### src/rtl/unified_mem_arbiter.sv
// rtl/unified_mem_arbiter.sv - shares one single-port backend memory between fetch and load/store
// Data access is issued first, fetch second; the pipeline is stalled until both are done.
module unified_mem_arbiter #(
    parameter int ADDR_W      = 32,
    parameter int DATA_W      = 32,
    parameter int TIMEOUT_CYC = 255
) (
    input  logic              clk_i,
    input  logic              rst_i,
    input  logic              if_req_i,
    input  logic [ADDR_W-1:0] if_addr_i,
    output logic [DATA_W-1:0] if_data_o,
    output logic              if_ready_o,
    input  logic              dm_read_i,
    input  logic              dm_write_i,
    input  logic [ADDR_W-1:0] dm_addr_i,
    input  logic [DATA_W-1:0] dm_wdata_i,
    output logic [DATA_W-1:0] dm_rdata_o,
    output logic              dm_ready_o,
    output logic              mem_req_o,
    output logic              mem_we_o,
    output logic [ADDR_W-1:0] mem_addr_o,
    output logic [DATA_W-1:0] mem_wdata_o,
    input  logic [DATA_W-1:0] mem_rdata_i,
    input  logic              mem_ack_i,
    output logic              stall_o,
    output logic              err_o
);

    localparam logic [1:0] IDLE   = 2'd0;
    localparam logic [1:0] DATA   = 2'd1;
    localparam logic [1:0] INST   = 2'd2;
    localparam logic [1:0] COMMIT = 2'd3;

    localparam int               CNT_W    = $clog2(TIMEOUT_CYC + 1);
    localparam logic [CNT_W-1:0] CNT_LAST = CNT_W'(TIMEOUT_CYC - 1);

    logic [1:0]        state_q, state_d;
    logic              mem_req_q, mem_req_d;
    logic              mem_we_q, mem_we_d;
    logic [ADDR_W-1:0] mem_addr_q, mem_addr_d;
    logic [DATA_W-1:0] mem_wdata_q, mem_wdata_d;
    logic [CNT_W-1:0]  wait_q, wait_d;
    logic [DATA_W-1:0] if_data_q, if_data_d;
    logic [DATA_W-1:0] dm_rdata_q, dm_rdata_d;
    logic              if_done_q, if_done_d;
    logic              dm_done_q, dm_done_d;
    logic              err_q, err_d;

    logic              dm_pend;
    logic              any_req;
    logic              ack_ok;
    logic              timeout;
    logic              access_done;
    logic [DATA_W-1:0] rdata_eff;

    assign dm_pend     = dm_read_i | dm_write_i;
    assign any_req     = dm_pend | if_req_i;
    assign ack_ok      = mem_req_q & mem_ack_i;
    // An abort behaves like an ack that returns zero data.
    assign timeout     = mem_req_q & ~mem_ack_i & (wait_q == CNT_LAST);
    assign access_done = ack_ok | timeout;
    assign rdata_eff   = timeout ? '0 : mem_rdata_i;

    always_comb begin
        state_d     = state_q;
        mem_req_d   = mem_req_q;
        mem_we_d    = mem_we_q;
        mem_addr_d  = mem_addr_q;
        mem_wdata_d = mem_wdata_q;
        wait_d      = wait_q;
        if_data_d   = if_data_q;
        dm_rdata_d  = dm_rdata_q;
        if_done_d   = if_done_q;
        dm_done_d   = dm_done_q;
        err_d       = err_q | timeout;

        case (state_q)
            IDLE: begin
                if (dm_pend) begin
                    state_d     = DATA;
                    mem_req_d   = 1'b1;
                    mem_we_d    = dm_write_i;
                    mem_addr_d  = dm_addr_i;
                    mem_wdata_d = dm_wdata_i;
                    wait_d      = '0;
                end else if (if_req_i) begin
                    state_d     = INST;
                    mem_req_d   = 1'b1;
                    mem_we_d    = 1'b0;
                    mem_addr_d  = if_addr_i;
                    mem_wdata_d = '0;
                    wait_d      = '0;
                end
            end
            DATA: begin
                if (access_done) begin
                    dm_done_d = 1'b1;
                    if (!mem_we_q) begin
                        dm_rdata_d = rdata_eff;
                    end
                    if (if_req_i) begin
                        state_d     = INST;
                        mem_req_d   = 1'b1;
                        mem_we_d    = 1'b0;
                        mem_addr_d  = if_addr_i;
                        mem_wdata_d = '0;
                        wait_d      = '0;
                    end else begin
                        state_d   = COMMIT;
                        mem_req_d = 1'b0;
                        mem_we_d  = 1'b0;
                    end
                end else if (mem_req_q) begin
                    wait_d = wait_q + CNT_W'(1);
                end
            end
            INST: begin
                if (access_done) begin
                    if_done_d = 1'b1;
                    if_data_d = rdata_eff;
                    state_d   = COMMIT;
                    mem_req_d = 1'b0;
                    mem_we_d  = 1'b0;
                end else if (mem_req_q) begin
                    wait_d = wait_q + CNT_W'(1);
                end
            end
            COMMIT: begin
                if_done_d = 1'b0;
                dm_done_d = 1'b0;
                state_d   = IDLE;
            end
            default: begin
                state_d   = IDLE;
                mem_req_d = 1'b0;
                mem_we_d  = 1'b0;
            end
        endcase
    end

    always_ff @(posedge clk_i or negedge rst_i) begin
        if (!rst_i) begin
            state_q     <= IDLE;
            mem_req_q   <= 1'b0;
            mem_we_q    <= 1'b0;
            mem_addr_q  <= '0;
            mem_wdata_q <= '0;
            wait_q      <= '0;
            if_data_q   <= '0;
            dm_rdata_q  <= '0;
            if_done_q   <= 1'b0;
            dm_done_q   <= 1'b0;
            err_q       <= 1'b0;
        end else begin
            state_q     <= state_d;
            mem_req_q   <= mem_req_d;
            mem_we_q    <= mem_we_d;
            mem_addr_q  <= mem_addr_d;
            mem_wdata_q <= mem_wdata_d;
            wait_q      <= wait_d;
            if_data_q   <= if_data_d;
            dm_rdata_q  <= dm_rdata_d;
            if_done_q   <= if_done_d;
            dm_done_q   <= dm_done_d;
            err_q       <= err_d;
        end
    end

    // Gated by reset so every output reads 0 while reset is held.
    assign stall_o     = rst_i & any_req & (state_q != COMMIT);
    assign if_ready_o  = (state_q == COMMIT) & if_done_q;
    assign dm_ready_o  = (state_q == COMMIT) & dm_done_q;
    assign if_data_o   = if_data_q;
    assign dm_rdata_o  = dm_rdata_q;
    assign mem_req_o   = mem_req_q;
    assign mem_we_o    = mem_we_q;
    assign mem_addr_o  = mem_addr_q;
    assign mem_wdata_o = mem_wdata_q;
    assign err_o       = err_q;

endmodule

### config.mk
export PLATFORM = sky130hd
export DESIGN_NAME = unified_mem_arbiter
export DESIGN_NICKNAME = d
export VERILOG_FILES = /design/src/rtl/unified_mem_arbiter.sv
export SDC_FILE = /design/constraint.sdc
export NUM_CORES = 1
export LEC_CHECK = 0
export ABC_AREA = 1
export CAP_MARGIN = 20
export CELL_PAD_IN_SITES_DETAIL_PLACEMENT = 2
export CELL_PAD_IN_SITES_GLOBAL_PLACEMENT = 2
export CORE_MARGIN = 3
export CORE_UTILIZATION = 24
export DETAILED_ROUTE_END_ITERATION = 12
export PLACE_DENSITY = 0.83
export SYNTH_ARGS = -nofsm -noshare
export SYNTH_HDL_FRONTEND = slang
export SYNTH_SLANG_ARGS = --single-unit
export TNS_END_PERCENT = 1
### constraint.sdc
create_clock -name clk_i -period 2.5 [get_ports clk_i]
set_input_delay 0.625 -clock clk_i [delete_from_list [all_inputs] [get_ports clk_i]]
set_output_delay 0.625 -clock clk_i [all_outputs]
set_load 0.02 [all_outputs]
# [Word level (Yosys, flattened, before mapping)]
# Cells that the tools add are included.
[word_totals] reg_bits=143
[op_classes] addsub=1 eq_ne=10 muxes=33 bitwise=13 n_reduce_logical=16
[ops] cell="2-to-1 mux 32 bit" n=7
[ops] cell="case mux 32 bit (2 select lines)" n=2
[ops] cell="2-to-1 mux 8 bit" n=5
[ops] cell="case mux 8 bit (3 select lines)" n=1
[ops] cell="AND reduction 2 bit" n=5
[ops] cell="2-to-1 mux 1 bit" n=9
[ops] cell="AND reduction 3 bit" n=3
[ops] cell="adder 8 x 1 -> 8 bit, second input constant" n=1
[ops] cell="equality test 8 bit, second input constant" n=1
[ops] cell="2-to-1 mux 2 bit" n=4
[ops] cell="!= test 2 bit, second input constant" n=4
[ops] cell="case mux 2 bit (4 select lines)" n=1
[ops] cell="nonzero test 2 bit" n=4
[ops] cell="AND 1 bit" n=7
[ops] cell="case mux 1 bit (2 select lines)" n=3
[ops] cell="equality test 2 bit, second input constant" n=2
[ops] cell="OR 1 bit" n=4
[ops] cell="AND reduction 4 bit" n=1
[ops] cell="!= test 3 bit, second input constant" n=1
[ops] cell="case mux 1 bit (3 select lines)" n=1
[ops] cell="nonzero test 3 bit" n=1
[ops] cell="equality test 2 x 1 -> 1 bit, second input constant" n=1
[ops] cell="zero test 2 bit" n=1
[ops] cell="!= test 2 x 1 -> 1 bit, second input constant" n=1
[ops] cell="2 further kinds" n=3

# [Depth between registers and ports, before layout]
# Gate-level depths: netlist of run 1.
[depth] ltp_word=6 depth_mapped=12 mapped_depth_nobuf=12

# [Worst setup path before layout of run 1]
# No wires, ideal clock.
[synth_path] path_kind="register to register" start="register state_q[1]" end="register mem_addr_q[11], in the netlist mem_addr_o[11]" t_arrival_ns=1.717 slack_ns=0.657 path_stages_with_launch=9 path_buffers=1 synth_period_minus_slack_ns=1.843 cell_sequence="dfrtp_1 > inv_1 > ha_1 > inv_1 > o21ai_1 > clkbuf_1 > mux2_2 > nand2_1 > o21ai_0"
[synth_via] elab_chain_cells=3 word_cells_on_any_way=6 classes_between="2 x eq/ne; 1 x mux; 3 x reduce/logical"
[synth_lines] item="start, declared" line="38" source="logic [1:0] state_q, state_d;"
[synth_lines] item="start signal, assigned" line="156" source="state_q <= state_d;"
[synth_lines] item="equality test 2 x 1 -> 1 bit / zero test 2 bit (equally long branches)" line="78" source="case (state_q)"
[synth_lines] item="!= test 2 bit (no line) / nonzero test 2 bit (equally long branches)"
[synth_lines] item="AND reduction 2 bit (no line)"
[synth_lines] item="end signal, assigned" line="159" source="mem_addr_q <= mem_addr_d;"
[synth_lines] item="end, declared" line="41" source="logic [ADDR_W-1:0] mem_addr_q, mem_addr_d;"
# Several ways; a longest one is shown, not always the timed one.
# A chain may end at the register's enable or synchronous reset.

# [Worst setup path after layout of run 1]
[layout_path] start="register state_q[0]" end="output port stall_o"
[layout_via] elab_chain_cells=2
[layout_lines] item="!= test 2 bit" line="171" source="assign stall_o = rst_i & any_req & (state_q != COMMIT);"
[layout_lines] item="AND 1 bit" line="171"
[layout_lines] item="end, declared" line="26" source="output logic stall_o,"
# No other way between the ends.

==> results of run 1 <==
per-layer routing:
layer	up-vias	part of all wire [%]	routed length, um
li1	2904	-	-
met4	0	1.8	436
met2	167	51	12150
met3	24	5.7	1368
met1	3043	42	10060
met5	-	0	0
layout make-up:
cell class | count | share of cell area, %
sequential | 143 | 35.28
timing repair buffer | 285 | 28.36
multi-input combinational | 475 | 23.28
clock buffer | 18 | 4.330
tap | 335 | 4.133
inverter | 92 | 3.405
clock inverter | 14 | 1.209
state kept, by name, summed over array words and instances (netlist names):
register,cells
mem_req_o,1
if_data_o,32
err_o,1
dm_done_q,1
if_done_q,1
state_q,2
dm_rdata_o,32
wait_q,8
mem_wdata_o,32
mem_we_o,1
mem_addr_o,32
worst min path at each step:
stage / from / endpoint / depth (start not counted)
2_1_floorplan: rst_i / dm_done_q / 0
6_report: rst_i / dm_rdata_o[14] / 2
3_5_place_dp: err_o / err_o / 2
5_1_grt: rst_i / if_data_o[3] / 2
4_1_cts: rst_i / if_data_o[6] / 2
3_3_place_gp: err_o / err_o / 2
power breakdown:
part	switching, mW	internal [mW]
Combinational	3.93	3.03
Sequential	0.649	3.42
Clock	1.11	1.33
timing repair:
| item | in CTS | in global routing |
|---|---|---|
| setup endpoints to repair | 3 | 1 |
| resized for setup | 3 | 2 |
| buffers inserted | 0 | 0 |
| cloned | 0 | 0 |
stage by stage:
step	TNS [ns]	utilization [%]	setup slack [ns]
3_3_place_gp	-0.04309	36.59	-0.04309
2_1_floorplan	0	-	0.6569
3_5_place_dp	-0.03222	36.59	-0.03222
4_1_cts	0	38.72	0.04531
6_report	0	38.70	0.2333
5_1_grt	0	38.70	0.09072
placed cells by master, fill, tap and decap left out, drive strengths merged, types with 18 or more instances in the layout:
master and count:
clkdlybuf4s50 263, nand2 235, dfrtp 143, o21ai 105, inv 98, o21a 33, nor2 31, clkbuf 19
buf 19, mux2 18, a21oi 18
worst max-delay path, cell delays in order (launching register included):
cell and delay, ns:
dfrtp_1 0.41, ha_1 0.27, inv_1 0.09, nand2_1 0.13, a21oi_1 0.15, clkbuf_2 0.18
cell families (layout without fill, tap and decap cells):
family                     after synthesis  after routing  synth area share (%)
and+or+nand+nor                        279            279                 16.95
AOI/OAI and AO/OA                      172            172                 15.13
DFF                                    143            143                 55.47
buffers and inverters                  128            409                 8.146
muxes                                   18             18                 3.142
adders and majority gates                6              6                 1.164
==> results.json, run 1 <==
{
  "vias": 6138,
  "rr_startpoint": "state_q[1]",
  "post-route-min-period_ns": 2.267,
  "whs_ns": 0.2558,
  "drive_gt1_share_pct": 7.887,
  "power.leakage_nw": 4.555,
  "critPathRequiredTime_ns": 1.88,
  "power.total_mw": 13.47,
  "syn_inst": 746,
  "dpl-instance-area_sq_mm": 0.009588,
  "r2r_slack_ns": 0.51,
  "areaGrowthSynthToFinish_pct": 57.21,
  "layout.nets": 1154,
  "synth.most_common_cell": "nand2_1",
  "grt_pass1_wl_mm": 37.64,
  "worstPathMaxFanout": 4,
  "antenna_left": 0,
  "place_congestion": 0.7593,
  "io_pins": 268,
  "setup_viol": 0,
  "seq_area_frac_synth_pct": 55.47,
  "seqCellArea_sq_mm": 0.003578,
  "met3_usage_pct": 4.158,
  "multi_input_area_sq_mm": 0.002361,
  "drt_wl_total_mm": 24.02,
  "synth_area_leaders": "dfrtp_1, nand2_1, o21ai_0",
  "clock_path_buffers": 2,
  "die-area_sq_mm": 0.02888,
  "vdd_ir_drop_max_mv": 0.5539,
  "holdBufCountCts": 0,
  "clk_pin_slew_ns": 0.07,
  "antenna_found_initial": 0,
  "grt_use_total_pct": 16.50,
  "grt_setup_unrepaired": "false",
  "grt.busiest_layer": "met2",
  "ys.flop_type": "dfrtp_1",
  "avgSynthCellArea_sq_um": 8.648,
  "drv_cap": 0,
  "drt_iter0_markers": 268,
  "wl_per_cell_um": 17.63,
  "fin_cells": 1362,
  "synth_cell_types": 25,
  "htree_levels": 4,
  "synth_edf_count": 0,
  "synth_top_area_cell": "dfrtp_1",
  "diodes": 0,
  "start_kind": "flop",
  "finalClockSkew_ns": 0.01359,
  "placedCellCount": 1330,
  "post-route-drc-count": 0,
  "fill_cells": 2909,
  "fin_area_sq_mm": 0.01014,
  "die_x_um": 170.0,
  "dieHeight_um": 170.0,
  "dp.final_hpwl_mm": 17.65,
  "cts.sinks": 143,
  "synth_warnings": 0,
  "tritoncts.num_buffers": 17,
  "period_share_pct": 90.67,
  "core_area_sq_mm": 0.02621,
  "port-buffer-count": 267,
  "clk_latency_ns": 0.42,
  "startpoint": "state_q[0]",
  "grt_overflow": 0,
  "synth_top_area_share_pct": 55.47,
  "endpoint": "stall_o",
  "syn-cell-area_sq_mm": 0.006451,
  "gr-usage-met2_pct": 28.83,
  "max_freq_mhz": 441.2,
  "root_buffer": "clkbuf_16",
  "hold_class": "primary input to async pin",
  "critical_path_class": "flop to output port",
  "powerDensity_mw_per_mm2": 1328,
  "tritoncts": "yes",
  "viasPerCell": 4.507,
  "start_util_pct": 24.62,
  "rr_worst_depth": 8,
  "arrival_ns": 1.64,
  "grt_max_degree": 144,
  "grt_use_met1_pct": 20.15,
  "tightest_slew_ns": 0.9186,
  "fp-row-count": 59,
  "hold_viol_final": 0,
  "ys_seq_elements": 143,
  "grt_pass1_vias": 6804,
  "drt-pass1-iter-count": 4,
  "critical_path.endpoint_type": "output port",
  "synth_async_sr_flop_share_pct": 100.0,
  "worstReg2RegEnd": "mem_addr_o[30]",
  "synth_common_cells": "nand2_1, dfrtp_1, o21ai_0",
  "synth_nets": 886,
  "drv_slew": 0,
  "status": "complete, no violations",
  "relSlewSlack_pct": 38.76
}
Power figures use the tool's default switching activity.
==> inputs of run 2 (changes only) <==
Settings changed: PLACE_DENSITY 0.83 to 0.86, TNS_END_PERCENT 1 to unset.
==> run 2 against run 1 <==
Net effect: non-clock buffer count did not move; core utilization up 0.13 points; global-route usage rose by 0.28 points; clock skew is essentially flat; routed wire length grew 0.47%; sequential share of layout area decreased by 0.12 points; cell count is the same; design area increased by 0.35%; sequential cell count unchanged; critical path type unchanged; largest cell class unchanged; largest power group unchanged; highest routed layer unchanged.
==> results.json, run 2 (synthesized netlist as in run 1, its figures left out) <==
{
  "dp.final_hpwl_mm": 17.63,
  "critPathRequiredTime_ns": 1.88,
  "worstPathMaxFanout": 4,
  "tightest_slew_ns": 0.8586,
  "grt_use_total_pct": 16.78,
  "placedCellCount": 1330,
  "drt-pass1-iter-count": 6,
  "layout.nets": 1154,
  "critPathMaxStageDelay_ns": 0.44,
  "period_share_pct": 95.77,
  "grt_pass1_vias": 6909,
  "critical_path_class": "flop to output port",
  "max_freq_mhz": 417.7,
  "critPathTopFamily": "flip-flops",
  "viasPerCell": 4.565,
  "rr_worst_depth": 8,
  "clk_latency_ns": 0.43,
  "place_congestion": 0.7482,
  "vias": 6218,
  "rr_startpoint": "state_q[1]",
  "io_pins": 268,
  "drt_wl_total_mm": 24.13,
  "critical_path.cell_chain": "ha_2 > inv_1 > nand2_1 > a21oi_1 > clkdlybuf4s15_2",
  "whs_ns": 0.2768,
  "drive_gt1_share_pct": 7.790,
  "setup_viol": 0,
  "grt_max_degree": 144,
  "hold_viol_final": 0,
  "drt_iter0_markers": 309,
  "layout_commonest_cell": "clkdlybuf4s50_1",
  "core_area_sq_mm": 0.02621,
  "die-area_sq_mm": 0.02888,
  "fp-row-count": 59,
  "root_buffer": "clkbuf_16",
  "hold_class": "primary input to async pin",
  "drv_cap": 0,
  "start_util_pct": 24.62,
  "grt_overflow": 0,
  "grt_pass1_wl_mm": 38.22,
  "powerDensity_mw_per_mm2": 1343,
  "antenna_found_initial": 0,
  "arrival_ns": 1.77,
  "final_cell_mix": "clkdlybuf4s50_1, nand2_1, dfrtp_1",
  "slowest_stage": "dfrtp_1",
  "cts.sinks": 143,
  "grt_setup_unrepaired": "false",
  "wl_per_cell_um": 17.72,
  "critical_path.endpoint_type": "output port",
  "power.total_mw": 13.67,
  "dieHeight_um": 170.0,
  "power.leakage_nw": 4.556,
  "cts_setup_buffers": 0,
  "port-buffer-count": 267,
  "post-route-min-period_ns": 2.394,
  "diodes": 0,
  "worstReg2RegEnd": "mem_addr_o[2]",
  "clock_path_buffers": 2,
  "die_x_um": 170.0,
  "r2r_slack_ns": 0.47,
  "path_buf_inv": 2,
  "fin_cells": 1362,
  "post-route-drc-count": 0,
  "clk_pin_slew_ns": 0.07,
  "vdd_ir_drop_max_mv": 0.5497,
  "drv_slew": 0,
  "finalClockSkew_ns": 0.01347,
  "status": "complete, no violations",
  "areaGrowthSynthToFinish_pct": 57.76,
  "relSlewSlack_pct": 42.76,
  "htree_levels": 4,
  "tritoncts": "yes",
  "start_kind": "flop",
  "antenna_left": 0,
  "tritoncts.num_buffers": 17
}
-- run 2: how the worst max path moves through the flow --
stage                    start             end  slack (ns)  depth (start not counted)
floorplan           state_q[1]  mem_addr_o[11]        0.66                          8
finish              state_q[0]         stall_o        0.11                          5
CTS                 state_q[0]         stall_o        0.02                          5
global route        state_q[0]         stall_o        0.01                          5
detailed placement  dm_write_i         stall_o       -0.10                          4
global placement      if_req_i         stall_o       -0.06                          4
-- run 2: worst register-to-register path: stages, from the launching register on --
cell and delay (ns):
dfrtp_1 0.41, inv_1 0.08, ha_1 0.28, inv_1 0.21
o21ai_4 0.09, buf_12 0.17, a21oi_4 0.19, buf_4 0.32
o21ai_0 0.15
-- run 2: through the flow --
| stage | setup slack [ns] | cell area [sq um] | utilization (%) | setup TNS (ns) |
|---|---|---|---|---|
| after CTS | 0.02286 | 10170 | 38.83 | 0 |
| after global placement | -0.05938 | 9588 | 36.59 | -0.05938 |
| after detailed placement | -0.1001 | 9588 | 36.59 | -0.1001 |
| after global routing | 0.01152 | 10180 | 38.83 | 0 |
| final | 0.1057 | 10180 | 38.83 | 0 |
| after floorplan | 0.6569 | 6451 | - | 0 |
-- run 2: where the power goes --
group | total (mW) | internal [mW] | leakage (nW) | switching [mW]
clock | 2.60 | 1.49 | 0.277 | 1.11
sequential | 4.08 | 3.42 | 1.75 | 0.660
combinational | 6.99 | 3.05 | 2.53 | 3.94
-- run 2: timing repair --
item | CTS | global route
hold buffers | 0 | 0
endpoints found under the setup margin | 3 | 1
endpoints found under the hold margin | 0 | 0
gates resized for setup | 5 | 1
-- run 2: layer usage --
layer | GRT usage [%] | part of all wire [%]
met1 | 20.12 | 42
met2 | 28.95 | 50
met3 | 4.669 | 5.8
met4 | 5.926 | 2.6
met5 | 0 | 0
-- run 2: area by class of cell --
class                      count  area, sq um
timing repair buffer         285         2883
multi-input combinational    475         2364
tap                          335        419.2
sequential                   143         3578
clock buffer                  19        432.9
fill                        2879        16030
inverter                      92        345.3
clock inverter                13        155.1
